`src/rtl/topgun_pkg.sv`:
```
// Shared constants and types for the topgun sprite pixel pipeline.
// Sprite geometry, ROM address width and the sprite ROM address formula.
package topgun_pkg;

  localparam int SPRITE_W        = 64;
  localparam int SPRITE_H        = 48;
  localparam int NUM_FRAMES      = 2;
  localparam int ANIM_DIV        = 8;
  localparam int TRANSPARENT_IDX = 0;
  localparam int ADDR_W          = 13;

  localparam int FRAME_W = (NUM_FRAMES > 1) ? $clog2(NUM_FRAMES) : 1;
  localparam int DIV_W   = (ANIM_DIV > 1) ? $clog2(ANIM_DIV) : 1;

  typedef logic [9:0]        coord_t;
  typedef logic [ADDR_W-1:0] rom_addr_t;
  typedef logic [FRAME_W-1:0] frame_t;
  typedef logic [3:0]        color_idx_t;

  // Animation frames sit back-to-back in ROM, each stored row-major.
  function automatic rom_addr_t pix_addr(input frame_t f, input logic [10:0] row,
                                         input logic [10:0] col);
    logic [31:0] a;
    a = 32'(f) * 32'(SPRITE_W * SPRITE_H) + 32'(row) * 32'(SPRITE_W) + 32'(col);
    return a[ADDR_W-1:0];
  endfunction

endpackage

```
`src/rtl/topgun_sprite_fetch_if.sv`:
```
// Raster, placement, sprite ROM and pixel-output signals of the sprite fetch stage.
// Streaming, one pixel per clock: no valid/ready, every cycle carries a pixel and nothing stalls.
interface topgun_sprite_fetch_if;
  import topgun_pkg::*;

  coord_t     DrawX;
  coord_t     DrawY;
  logic       blank;
  logic       frame_start;
  coord_t     sprite_x;
  coord_t     sprite_y;
  logic       sprite_en;
  logic       mirror;
  rom_addr_t  rom_addr;
  color_idx_t rom_data;
  color_idx_t pix_index;
  logic       pix_opaque;
  coord_t     DrawX_d;
  coord_t     DrawY_d;
  logic       blank_d;

  modport master (
    input  DrawX, DrawY, blank, frame_start,
    input  sprite_x, sprite_y, sprite_en, mirror,
    input  rom_data,
    output rom_addr, pix_index, pix_opaque, DrawX_d, DrawY_d, blank_d
  );

  modport slave (
    output DrawX, DrawY, blank, frame_start,
    output sprite_x, sprite_y, sprite_en, mirror,
    output rom_data,
    input  rom_addr, pix_index, pix_opaque, DrawX_d, DrawY_d, blank_d
  );

endinterface

```
`src/rtl/topgun_anim_ctr.sv`:
```
// Animation frame counter: steps the frame once every ANIM_DIV frame_start pulses.
module topgun_anim_ctr
  import topgun_pkg::*;
(
  input  logic   Clk,
  input  logic   Reset,
  input  logic   frame_start,
  output frame_t frame
);

  logic [DIV_W-1:0] div_cnt;

  always_ff @(posedge Clk or posedge Reset) begin
    if (Reset) begin
      div_cnt <= '0;
      frame   <= '0;
    end else if (frame_start) begin
      if (div_cnt == DIV_W'(ANIM_DIV - 1)) begin
        div_cnt <= '0;
        // With a single frame this compare is always true, so frame holds at 0.
        if (frame == FRAME_W'(NUM_FRAMES - 1)) frame <= '0;
        else                                   frame <= frame + FRAME_W'(1);
      end else begin
        div_cnt <= div_cnt + DIV_W'(1);
      end
    end
  end

endmodule

```
`src/rtl/topgun_sprite_fetch.sv`:
```
// Sprite fetch stage: raster position -> sprite ROM address -> palette index + opaque flag.
// Fixed two-clock latency; raster sideband is delayed to stay aligned with the index.
module topgun_sprite_fetch
  import topgun_pkg::*;
(
  input logic                   Clk,
  input logic                   Reset,
  topgun_sprite_fetch_if.master bus
);

  coord_t sx, sy;
  logic   en, mir;
  frame_t frame;

  topgun_anim_ctr u_anim (
    .Clk         (Clk),
    .Reset       (Reset),
    .frame_start (bus.frame_start),
    .frame       (frame)
  );

  // Placement is sampled on frame_start; the pixel in that same cycle still sees the old values.
  always_ff @(posedge Clk or posedge Reset) begin
    if (Reset) begin
      sx  <= '0;
      sy  <= '0;
      en  <= 1'b0;
      mir <= 1'b0;
    end else if (bus.frame_start) begin
      sx  <= bus.sprite_x;
      sy  <= bus.sprite_y;
      en  <= bus.sprite_en;
      mir <= bus.mirror;
    end
  end

  // 11-bit compares so a sprite near the right/bottom edge clips rather than wraps.
  logic [10:0] x11, y11, sx11, sy11, dx, dy, col;
  logic        in_box;
  rom_addr_t   addr_next;

  always_comb begin
    x11       = {1'b0, bus.DrawX};
    y11       = {1'b0, bus.DrawY};
    sx11      = {1'b0, sx};
    sy11      = {1'b0, sy};
    dx        = x11 - sx11;
    dy        = y11 - sy11;
    col       = mir ? (11'(SPRITE_W - 1) - dx) : dx;
    in_box    = (x11 >= sx11) && (x11 < sx11 + 11'(SPRITE_W)) &&
                (y11 >= sy11) && (y11 < sy11 + 11'(SPRITE_H));
    addr_next = in_box ? pix_addr(frame, dy, col) : '0;
  end

  logic   hit_s1, blank_s1;
  coord_t x_s1, y_s1;

  always_ff @(posedge Clk or posedge Reset) begin
    if (Reset) begin
      bus.rom_addr <= '0;
      hit_s1       <= 1'b0;
      x_s1         <= '0;
      y_s1         <= '0;
      blank_s1     <= 1'b0;
    end else begin
      bus.rom_addr <= addr_next;
      hit_s1       <= in_box && en && bus.blank;
      x_s1         <= bus.DrawX;
      y_s1         <= bus.DrawY;
      blank_s1     <= bus.blank;
    end
  end

  // rom_data here answers the address registered one clock earlier.
  always_ff @(posedge Clk or posedge Reset) begin
    if (Reset) begin
      bus.pix_index  <= '0;
      bus.pix_opaque <= 1'b0;
      bus.DrawX_d    <= '0;
      bus.DrawY_d    <= '0;
      bus.blank_d    <= 1'b0;
    end else begin
      bus.pix_index  <= bus.rom_data;
      bus.pix_opaque <= hit_s1 && (bus.rom_data != 4'(TRANSPARENT_IDX));
      bus.DrawX_d    <= x_s1;
      bus.DrawY_d    <= y_s1;
      bus.blank_d    <= blank_s1;
    end
  end

endmodule

```
`src/flat_wrapper.sv`:
```
// flat-port wrapper written by rule: the top's interface ports become plain ports
module topgun_sprite_fetch_flat import topgun_pkg::*;
  (Clk, Reset, bus_DrawX, bus_DrawY, bus_blank, bus_frame_start, bus_sprite_x, bus_sprite_y, bus_sprite_en, bus_mirror, bus_rom_data, bus_rom_addr, bus_pix_index, bus_pix_opaque, bus_DrawX_d, bus_DrawY_d, bus_blank_d);
  topgun_sprite_fetch_if bus_i ();
  input logic Clk;
  input logic Reset;
  input wire logic [$bits(bus_i.DrawX)-1:0] bus_DrawX;
  input wire logic [$bits(bus_i.DrawY)-1:0] bus_DrawY;
  input wire logic [$bits(bus_i.blank)-1:0] bus_blank;
  input wire logic [$bits(bus_i.frame_start)-1:0] bus_frame_start;
  input wire logic [$bits(bus_i.sprite_x)-1:0] bus_sprite_x;
  input wire logic [$bits(bus_i.sprite_y)-1:0] bus_sprite_y;
  input wire logic [$bits(bus_i.sprite_en)-1:0] bus_sprite_en;
  input wire logic [$bits(bus_i.mirror)-1:0] bus_mirror;
  input wire logic [$bits(bus_i.rom_data)-1:0] bus_rom_data;
  output wire logic [$bits(bus_i.rom_addr)-1:0] bus_rom_addr;
  output wire logic [$bits(bus_i.pix_index)-1:0] bus_pix_index;
  output wire logic [$bits(bus_i.pix_opaque)-1:0] bus_pix_opaque;
  output wire logic [$bits(bus_i.DrawX_d)-1:0] bus_DrawX_d;
  output wire logic [$bits(bus_i.DrawY_d)-1:0] bus_DrawY_d;
  output wire logic [$bits(bus_i.blank_d)-1:0] bus_blank_d;
  assign bus_i.DrawX = bus_DrawX;
  assign bus_i.DrawY = bus_DrawY;
  assign bus_i.blank = bus_blank;
  assign bus_i.frame_start = bus_frame_start;
  assign bus_i.sprite_x = bus_sprite_x;
  assign bus_i.sprite_y = bus_sprite_y;
  assign bus_i.sprite_en = bus_sprite_en;
  assign bus_i.mirror = bus_mirror;
  assign bus_i.rom_data = bus_rom_data;
  assign bus_rom_addr = bus_i.rom_addr;
  assign bus_pix_index = bus_i.pix_index;
  assign bus_pix_opaque = bus_i.pix_opaque;
  assign bus_DrawX_d = bus_i.DrawX_d;
  assign bus_DrawY_d = bus_i.DrawY_d;
  assign bus_blank_d = bus_i.blank_d;
  topgun_sprite_fetch u_core (.Clk(Clk), .Reset(Reset), .bus(bus_i));
endmodule
```
`config.mk`:
```
export PLATFORM = sky130hd
export DESIGN_NAME = topgun_sprite_fetch_flat
export DESIGN_NICKNAME = d
export VERILOG_FILES = /design/src/rtl/topgun_pkg.sv /design/src/rtl/topgun_sprite_fetch_if.sv /design/src/rtl/topgun_anim_ctr.sv /design/src/rtl/topgun_sprite_fetch.sv /design/src/flat_wrapper.sv
export SDC_FILE = /design/constraint.sdc
export NUM_CORES = 1
export LEC_CHECK = 0
export CAP_MARGIN = 10
export CORE_MARGIN = 2
export CORE_UTILIZATION = 45
export DETAILED_ROUTE_END_ITERATION = 16
export HOLD_SLACK_MARGIN = 0.02
export PLACE_DENSITY = 0.71
export SYNTH_ARGS = -nofsm -noshare
export SYNTH_HDL_FRONTEND = slang
export SYNTH_SLANG_ARGS = --single-unit
```
`constraint.sdc`:
```
create_clock -name Clk -period 5.2 [get_ports Clk]
set_input_delay 0.52 -clock Clk [delete_from_list [all_inputs] [get_ports Clk]]
set_output_delay 0.52 -clock Clk [all_outputs]
set_load 0.05 [all_outputs]
```
==> reports/metrics.cfg, run 1 <==
[worst_setup_path]
crit_buf_inv = 5
r2r-start = u_core.sx[0]
cp_slowest_cell = or4b_1
cp_cell_sequence = clkdlybuf4s50_1 -> inv_1 -> ha_1 -> inv_1 -> fa_1 -> a211oi_2 -> nor2_1 -> o41ai_4 -> xor2_2 -> a21oi_1 -> or4b_1 -> fa_1 -> inv_1 -> ha_1 -> inv_1 -> o21bai_1 -> a21oi_1 -> xnor3_1 -> nor3_1
criticalPathCategory = input pin to flip-flop
endpoint_kind = flip-flop
startpoint_type = input pin
reg2reg_slack_ns = 0.93
r2r-end = u_core.bus.rom_addr[12]
slowest_delay_ns = 0.53
cp.arrival_ns = 4.84
cpLargestDelayFamily = adder cells
crit_required_ns = 5.47
rr_worst_depth = 17
cp_common_cell = inv_1
cp_max_fo = 4

[die]
row_count = 35
dieWidth_um = 102
dieArea_um2 = 10500
pin_count = 89
die_y_um = 102
core_um2 = 9330
initial_core_util_pct = 46.8

[sta]
clock_skew_ns = 0.0165
setup_ws_ns = 0.628
rsz0062_at_grt = no
whs_ns = 0.352
min_period_ns = 4.57
finalSetupTns_ns = 0
period_share_pct = 87.9
setup_viol = 0
slew_viol_final = 0
tightest_slew_ns = 1.13
relSlewSlack_pct = 24.9
hold_viol = 0
max_freq_ghz = 0.219

[place]
place_area_um2 = 5380
pre_cts_ws_ns = 0.239
gp_congestion = 0.827
placed_cells = 601
portBuffers = 88
hpwl_mm = 6.44

[logic_synthesis]
synth-adder-area-share_pct = 14.7
syn_avg_cell_area_um2 = 11.1
synth_area_um2 = 4360
synthTopCellsByArea = dfrtp_1 (50%), ha_1 (13%), xnor2_1 (4.2%)
seq_area_frac_synth_pct = 49.9
synthFlopType = dfrtp_1
synthXorXnorAreaFrac_pct = 6.91
synthTopCellsByCount = dfrtp_1 (87), ha_1 (45), inv_1 (39)
syn_nets = 492
synth_edf_count = 0
synth_async_sr_flop_share_pct = 100
synth.most_common_cell = dfrtp_1
yosysTopAreaCell = dfrtp_1
synth_compound_area_share_pct = 12.3
yosys-mux-area-fraction_pct = 1.81
synth_top_family_by_area = adder cells
postSynthCellCount = 393
synthDistinctLibCells = 52
synth-simple-area-share_pct = 9.72
synth.yosys.warnings = 0
ys_ff_latch = 87
yosysTopAreaCellShare_pct = 49.9

[clock_tree]
hold_buffers = 0
cts_made_buffers = 9
clkSinkCount = 87
post_cts_buffers = 0
cts_resized = 0
clk_pin_slew_ns = 0.09
cts.htree.levels = 3
cts_tree = yes
clkLatencyLatePin_ns = 0.36
root_buffer = clkbuf_8
cts_buffer_depth = 2

[route]
vias = 3046
drt_iter0_markers = 104
drt-wirelength-per-cell_um = 13.6
route.detailed.drc = 0
viasPerCell = 4.94
ant_nets = 0
first_pass_iters = 4
routed_wl_mm = 8.40

[min_path]
hold_depth = 0
hold_path_end = u_core.bus.blank_d
min-delay-start = u_core.blank_s1
hp-class = flip-flop to flip-flop

[final_layout]
final_cells = 616
antenna_cells = 0
area_growth_pct = 27.6
register_area_um2 = 2180
final_nets = 582
fill_cells = 791
drive_gt1_share_pct = 6.98
multiInputGateArea_um2 = 1990
final_area_um2 = 5570

[global_route]
grt_usage_pct = 17.1
grt_remaining_overflow = 0
grt_pass1_vias = 3038
grt_pass1_wl_mm = 13.8
antenna_found_initial = 0
grt_max_degree = 49

[run]
drv_cap = 0

[outcome]
status = complete, no violations

[pwr]
power_density_nw_per_um2 = 352
peakVddDrop_uv = 141
leakage_nw = 2.51

-- where the power goes --
group	internal, W	leakage (nW)	switching [W]
combinational	0.000335	1.37	0.000402
clock	0.000219	0.0806	0.000234
sequential	0.000737	1.06	0.0000326
-- stage by stage --
| step | utilization [%] | power, W |
|---|---|---|
| 2_1_floorplan | - | 0.00133 |
| 3_3_place_gp | 57.7 | 0.00151 |
| 3_5_place_dp | 57.7 | 0.00152 |
| 4_1_cts | 59.7 | 0.00199 |
| 5_1_grt | 59.7 | 0.00210 |
| 6_report | 59.7 | 0.00196 |
-- worst reg2reg max path, stage by stage (launching register included) --
cell	delay, ns
dfrtp_1	0.35
ha_1	0.17
inv_1	0.06
fa_1	0.43
a211oi_2	0.26
nor2_1	0.11
o41ai_4	0.40
xor2_2	0.25
a21oi_1	0.09
or4b_1	0.53
fa_1	0.51
inv_1	0.04
ha_1	0.30
inv_1	0.09
o21bai_1	0.07
a21oi_1	0.17
xnor3_1	0.22
nor3_1	0.13
-- state kept, by name, indices dropped and copies added (netlist names) --
name / cells
u_core.blank_s1: 1
u_core.x_s1: 10
u_core.u_anim.frame: 1
u_core.bus.blank_d: 1
u_core.y_s1: 10
u_core.bus.DrawY_d: 10
u_core.bus.pix_index: 4
u_core.bus.DrawX_d: 10
u_core.hit_s1: 1
u_core.u_anim.div_cnt: 3
u_core.bus.rom_addr: 13
u_core.en: 1
u_core.mir: 1
u_core.bus.pix_opaque: 1
u_core.sx: 10
u_core.sy: 10
-- layout by cell type (no fill, tap or decap), types with 2 or more instances in the layout --
master and n:
fa_1 4, o211ai_1 3, nor3b_1 2, ha_1 45, nor2_1 10, buf_4 3
inv_1 38, and2_1 2, nand2_1 31, nand2b_1 5, clkinvlp_4 4, o21bai_1 2
or4_1 2, o21ai_1 2, o21ai_0 27, nor2b_1 4, xnor2_1 21, o2111ai_1 4
clkdlybuf4s50_1 88, xor2_1 9, nand4_1 4, mux2_2 7, clkbuf_8 9, a21o_1 8
a21oi_1 19, dfrtp_1 87, nand3_1 4, nor3_1 15
-- worst max-delay path by stage --
stage                                         end         start  cells after the start
after detailed placement  u_core.bus.rom_addr[12]  bus_DrawX[0]                     19
after CTS                 u_core.bus.rom_addr[12]  bus_DrawX[0]                     19
after global routing      u_core.bus.rom_addr[12]  bus_DrawX[0]                     19
after global placement    u_core.bus.rom_addr[12]  bus_DrawX[0]                     19
final                     u_core.bus.rom_addr[12]  bus_DrawX[0]                     19
after floorplan           u_core.bus.rom_addr[12]  bus_DrawX[0]                     18
-- per-layer routing --
| layer | part of all wire, % | up-vias | track usage [%] | wire length [um] |
|---|---|---|---|---|
| met3 | 4.5 | 14 | 4.31 | 374 |
| met1 | 45 | 1434 | 21.7 | 3800 |
| met4 | 1.5 | 0 | 5.54 | 128 |
| met2 | 49 | 66 | 28.6 | 4100 |
| met5 | 0 | - | 0 | 0 |
| li1 | - | 1532 | - | - |
-- cells by family (layout without fill, tap and decap cells) --
family / Yosys count / in the layout
muxes: 7 / 7
xor gates and xnor gates: 32 / 32
AOI/OAI and AO/OA: 81 / 81
adders and majority gates: 49 / 49
buffers and inverters: 52 / 146
DFF: 87 / 87
and+or+nand+nor: 85 / 85
-- area by class of cell --
type	count	area share [%]
sequential	87	39.1
multi-input combinational	254	35.7
timing repair buffer	91	16.2
tap	129	2.90
inverter	40	2.72
clock buffer	10	2.29
clock inverter	5	1.08
Power figures use the tool's default switching activity.
==> run 2: changes to the inputs <==
--- a/config.mk
+++ b/config.mk
@@ -7,10 +7,10 @@
 export LEC_CHECK = 0
 export CAP_MARGIN = 10
 export CORE_MARGIN = 2
-export CORE_UTILIZATION = 45
+export CORE_UTILIZATION = 50
 export DETAILED_ROUTE_END_ITERATION = 16
 export HOLD_SLACK_MARGIN = 0.02
-export PLACE_DENSITY = 0.71
+export PLACE_DENSITY = 0.78
 export SYNTH_ARGS = -nofsm -noshare
 export SYNTH_HDL_FRONTEND = slang
 export SYNTH_SLANG_ARGS = --single-unit
==> reports/metrics.cfg, run 2 (same netlist as run 1, synthesis figures left out) <==
[worst_setup_path]
endpoint_kind = flip-flop
reg2reg_slack_ns = 0.78  ; -0.15 ns
r2r-start = u_core.sx[0]
startpoint_type = input pin
criticalPathCategory = input pin to flip-flop
rr_worst_depth = 17  ; unchanged
cp_max_fo = 4  ; unchanged
r2r-end = u_core.bus.rom_addr[12]
crit_required_ns = 5.46  ; about the same
cp.arrival_ns = 4.96  ; +0.12 ns

[global_route]
grt_usage_pct = 19.2  ; +2.1 points
grt_remaining_overflow = 0  ; unchanged
antenna_found_initial = 0  ; unchanged
grt_pass1_vias = 3157  ; +3.9%
grt_max_degree = 76  ; +55%
grt_pass1_wl_mm = 14.6  ; +5.7%

[min_path]
hold_depth = 0  ; unchanged
hold_path_end = u_core.bus.DrawY_d[9]
hp-class = flip-flop to flip-flop
min-delay-start = u_core.y_s1[9]

[pwr]
peakVddDrop_uv = 173  ; +23%
power_density_nw_per_um2 = 366  ; +3.9%
report.power.total_w = 0.00204  ; +4.0%
leakage_nw = 2.54  ; +1.3%

[sta]
tightest_slew_ns = 1.16  ; +0.0386 ns
relSlewSlack_pct = 22.3  ; -2.6 points
setup_ws_ns = 0.500  ; -0.128 ns
clock_skew_ns = 0.0109  ; -0.00563 ns
slew_viol_final = 0  ; unchanged
rsz0062_at_grt = no
period_share_pct = 90.4  ; +2.5 points
setup_viol = 0  ; unchanged
finalSetupTns_ns = 0  ; unchanged
min_period_ns = 4.70  ; +0.128 ns
max_freq_ghz = 0.213  ; -2.7%
hold_viol = 0  ; unchanged

[final_layout]
final_nets = 582  ; unchanged
antenna_cells = 0  ; unchanged
final_cell_mix = clkdlybuf4s50_1 (88), dfrtp_1 (87), ha_1 (45)
final_cells = 595  ; -3.4%
area_growth_pct = 27.7
drive_gt1_share_pct = 7.19  ; +0.21 points
largest_reg_flops = 13  ; unchanged
top_register = u_core.bus.rom_addr
final_common_cell = clkdlybuf4s50_1
fill_cells = 699  ; -12%
final_area_um2 = 5570  ; +0.11%

[die]
row_count = 34  ; -2.9%
core_um2 = 8590  ; -7.9%
die_y_um = 97.4  ; -4.9%
pin_count = 89  ; unchanged
initial_core_util_pct = 50.8  ; +4.0 points
dieWidth_um = 97.4  ; -4.9%
dieArea_um2 = 9490  ; -9.6%

[clock_tree]
clkLatencyLatePin_ns = 0.37  ; about the same
hold_buffers = 0  ; unchanged
cts_resized = 0  ; unchanged
cts.htree.levels = 3  ; unchanged
cts_made_buffers = 9  ; unchanged
post_cts_buffers = 0  ; unchanged
clkSinkCount = 87  ; unchanged
clk_pin_slew_ns = 0.09  ; about the same
root_buffer = clkbuf_8
cts_buffer_depth = 2  ; unchanged
cts_tree = yes

[route]
drt-wirelength-per-cell_um = 14.7  ; +7.6%
first_pass_iters = 4  ; unchanged
vias = 3108  ; +2.0%
drt_iter0_markers = 69  ; -34%
viasPerCell = 5.22  ; +5.6%
route.detailed.drc = 0  ; unchanged
routed_wl_mm = 8.73  ; +3.9%
ant_nets = 0  ; unchanged

[place]
hpwl_mm = 6.38  ; -0.90%
gp_congestion = 0.899  ; +8.7%
place_area_um2 = 5350  ; -0.49%
pre_cts_ws_ns = 0.180  ; -0.0589 ns
placed_cells = 580  ; -3.5%
portBuffers = 88  ; unchanged

[run]
drv_cap = 0  ; unchanged

[outcome]
status = complete, no violations

==> run 2: cell count changes in the layout (fill, tap and decap cells not counted) <==
cell        change
clkbuf_1        -1
clkinvlp_4      -4
clkinv_2        +1
clkinv_4        +2
clkbuf_8        +1
bufinv_16       +1
==> run 2: layout make-up <==
| cell class | instances | area (um^2) | share of cell area [%] |
|---|---|---|---|
| inverter | 40 | 151 | 2.72 |
| sequential | 87 | 2180 | 39.1 |
| multi-input combinational | 254 | 1990 | 35.6 |
| clock inverter | 5 | 82.6 | 1.48 |
| tap | 108 | 135 | 2.42 |
| clock buffer | 10 | 138 | 2.47 |
| timing repair buffer | 91 | 903 | 16.2 |
==> run 2: worst max-delay path by stage <==
stage,slack (ns),from,endpoint
finish,0.50,bus_DrawX[0],u_core.bus.rom_addr[12]
global route,0.31,bus_DrawX[0],u_core.bus.rom_addr[12]
CTS,0.54,bus_DrawX[0],u_core.bus.rom_addr[12]
detailed placement,0.18,bus_DrawX[0],u_core.bus.rom_addr[12]
global placement,0.34,bus_DrawX[0],u_core.bus.rom_addr[12]
floorplan,0.96,bus_DrawX[0],u_core.bus.rom_addr[12]
==> run 2: worst max-delay path: stages <==
cell and delay (ns):
clkdlybuf4s50_1 0.43, inv_1 0.07, ha_1 0.15, inv_1 0.05
fa_1 0.43, a211oi_2 0.28, nor2_1 0.12, o41ai_4 0.42
xor2_2 0.27, a21oi_1 0.11, or4b_1 0.53, fa_1 0.51
inv_1 0.05, ha_1 0.31, inv_1 0.09, o21bai_1 0.07
a21oi_1 0.18, xnor3_1 0.23, nor3_1 0.16
==> run 2: metal layers <==
metal | vias up | global-route usage (%) | wire, um
met3 | 16 | 4.68 | 421
li1 | 1524 | - | -
met4 | 0 | 7.91 | 178
met2 | 73 | 32.2 | 4350
met5 | - | 0 | 0
met1 | 1495 | 23.7 | 3790
==> run 2: through the flow <==
stage,hold slack (ns),utilization [%]
after floorplan,0.331,-
after global placement,0.332,62.3
after detailed placement,0.335,62.3
after CTS,0.350,64.9
after global routing,0.360,64.9
final,0.349,64.9
==> run 2: power breakdown <==
part	switching, W	leakage [nW]	total, W	internal (W)
Clock	0.000246	0.112	0.000527	0.000282
Combinational	0.000408	1.37	0.000742	0.000333
Sequential	0.0000321	1.06	0.000769	0.000736
==> run 3: changes to the inputs <==
--- a/config.mk
+++ b/config.mk
@@ -11,6 +11,7 @@
 export DETAILED_ROUTE_END_ITERATION = 16
 export HOLD_SLACK_MARGIN = 0.02
 export PLACE_DENSITY = 0.78
+export REMOVE_ABC_BUFFERS = 1
 export SYNTH_ARGS = -nofsm -noshare
 export SYNTH_HDL_FRONTEND = slang
 export SYNTH_SLANG_ARGS = --single-unit
==> reports/metrics.cfg, run 3 (same netlist as run 1, synthesis figures left out) <==
[clock_tree]
clkLatencyLatePin_ns = 0.36  ; about the same
cts_buffer_depth = 2  ; unchanged
root_buffer = clkbuf_8
clkSinkCount = 87  ; unchanged
cts_made_buffers = 9  ; unchanged
clk_pin_slew_ns = 0.09  ; about the same
cts_tree = yes
cts_resized = 0  ; unchanged
post_cts_buffers = 0  ; unchanged
cts.htree.levels = 3  ; unchanged
hold_buffers = 0  ; unchanged

[global_route]
grt_pass1_vias = 3210  ; +1.7%
antenna_found_initial = 0  ; unchanged
grt_pass1_wl_mm = 14.9  ; +1.6%
grt_usage_pct = 19.6  ; +0.39 points
grt_remaining_overflow = 0  ; unchanged
grt_max_degree = 50  ; -34%

[route]
vias = 3113  ; +0.16%
drt_iter0_markers = 85  ; +23%
viasPerCell = 5.22  ; about the same
first_pass_iters = 5  ; +1
ant_nets = 0  ; unchanged
drt-wirelength-per-cell_um = 14.4  ; -1.7%
routed_wl_mm = 8.60  ; -1.5%
route.detailed.drc = 0  ; unchanged

[worst_setup_path]
criticalPathCategory = input pin to flip-flop
startpoint = bus_DrawX[0]
r2r-start = u_core.sx[0]
endpoint_kind = flip-flop
cp.arrival_ns = 4.94  ; -0.02 ns
startpoint_type = input pin
cp_max_fo = 4  ; unchanged
crit_required_ns = 5.45  ; about the same

[sta]
clock_skew_ns = 0.00964  ; -0.00127 ns
min_period_ns = 4.69  ; -0.00721 ns
slew_viol_final = 0  ; unchanged
relSlewSlack_pct = 24.8  ; +2.4 points
hold_viol = 0  ; unchanged
whs_ns = 0.347  ; -0.00162 ns
tightest_slew_ns = 1.13  ; -0.0360 ns
finalSetupTns_ns = 0  ; unchanged
setup_viol = 0  ; unchanged
max_freq_ghz = 0.213  ; +0.15%
rsz0062_at_grt = no
period_share_pct = 90.2  ; -0.14 points

[final_layout]
final_common_cell = clkdlybuf4s50_1
top_register = u_core.bus.rom_addr
largest_reg_flops = 13  ; unchanged
fill_cells = 677  ; -3.1%
final_nets = 582  ; unchanged
antenna_cells = 0  ; unchanged
drive_gt1_share_pct = 7.38  ; +0.19 points
final_cell_mix = clkdlybuf4s50_1 (88), dfrtp_1 (87), ha_1 (45)
final_area_um2 = 5550  ; -0.49%
area_growth_pct = 27.1

[place]
portBuffers = 88  ; unchanged
place_area_um2 = 5350  ; unchanged
hpwl_mm = 6.46  ; +1.3%
gp_congestion = 0.856  ; -4.8%

[die]
pin_count = 89  ; unchanged
core_um2 = 8590  ; unchanged
dieArea_um2 = 9490  ; unchanged
row_count = 34  ; unchanged
initial_core_util_pct = 50.8  ; unchanged
die_y_um = 97.4  ; unchanged
dieWidth_um = 97.4  ; unchanged

[pwr]
leakage_nw = 2.52  ; -0.79%
power_density_nw_per_um2 = 353  ; -3.4%
peakVddDrop_uv = 146  ; -16%

[outcome]
status = complete, no violations

[run]
drv_cap = 0  ; unchanged

[min_path]
min-delay-start = u_core.y_s1[6]
hp-class = flip-flop to flip-flop

run 3: cell count changes in the layout (fill, tap and decap cells not counted), sizes merged:
cell,change
inv,+1
clkbuf,+1
clkinv,-1
bufinv,-2
clkinvlp,+2
run 3: area by class of cell:
| type | instances | area [um^2] | share of cell area, % |
|---|---|---|---|
| sequential | 87 | 2180 | 39.3 |
| timing repair buffer | 91 | 903 | 16.3 |
| clock inverter | 5 | 41.3 | 0.745 |
| tap | 108 | 135 | 2.44 |
| inverter | 40 | 151 | 2.73 |
| multi-input combinational | 254 | 1990 | 35.8 |
| clock buffer | 11 | 151 | 2.73 |
run 3: stage by stage:
stage | power [W] | utilization (%) | cells | setup WS (ns)
after floorplan | 0.00132 | - | 381 | 0.952
after global placement | 0.00149 | 62.3 | 580 | 0.334
after detailed placement | 0.00152 | 62.3 | 580 | 0.181
after CTS | 0.00198 | 64.5 | 596 | 0.571
after global routing | 0.00211 | 64.5 | 596 | 0.307
final | 0.00196 | 64.5 | 596 | 0.508
run 3: metal layers:
| layer | GRT usage [%] | routed length [um] | vias up |
|---|---|---|---|
| li1 | - | - | 1530 |
| met1 | 24.9 | 3730 | 1487 |
| met2 | 31.6 | 4270 | 80 |
| met3 | 5.76 | 410 | 16 |
| met4 | 7.69 | 186 | 0 |
| met5 | 0 | 0 | - |
run 3: worst paths after layout:
path / to / slack, ns / depth (start not counted)
max: u_core.bus.rom_addr[12] / 0.51 / 21
min: u_core.bus.DrawY_d[6] / 0.35 / 0
max reg2reg: u_core.bus.rom_addr[12] / 0.78 / 19
min reg2reg: u_core.bus.DrawY_d[6] / 0.35 / 0
max in group asynchronous: u_core.u_anim.div_cnt[0] / 3.63 / 3
min in group asynchronous: u_core.bus.pix_index[3] / 0.54 / 2
run 3: power by group:
part	total [W]	leakage (nW)	switching, W	internal [W]
Clock	0.000449	0.0922	0.000246	0.000203
Combinational	0.000740	1.37	0.000405	0.000335
Sequential	0.000769	1.06	0.0000327	0.000736
run 3: worst max-delay path, stage by stage:
cell and delay (ns):
clkdlybuf4s50_1 0.42, inv_1 0.06, ha_1 0.16, inv_1 0.05
fa_1 0.43, a211oi_2 0.28, o21ai_0 0.14, a21oi_1 0.19
xnor2_1 0.21, inv_1 0.08, ha_1 0.23, nand4b_1 0.11
or4b_1 0.47, fa_1 0.51, inv_1 0.04, ha_1 0.30
inv_1 0.09, o21bai_1 0.07, a21oi_1 0.19, xnor3_1 0.23
nor3_1 0.17
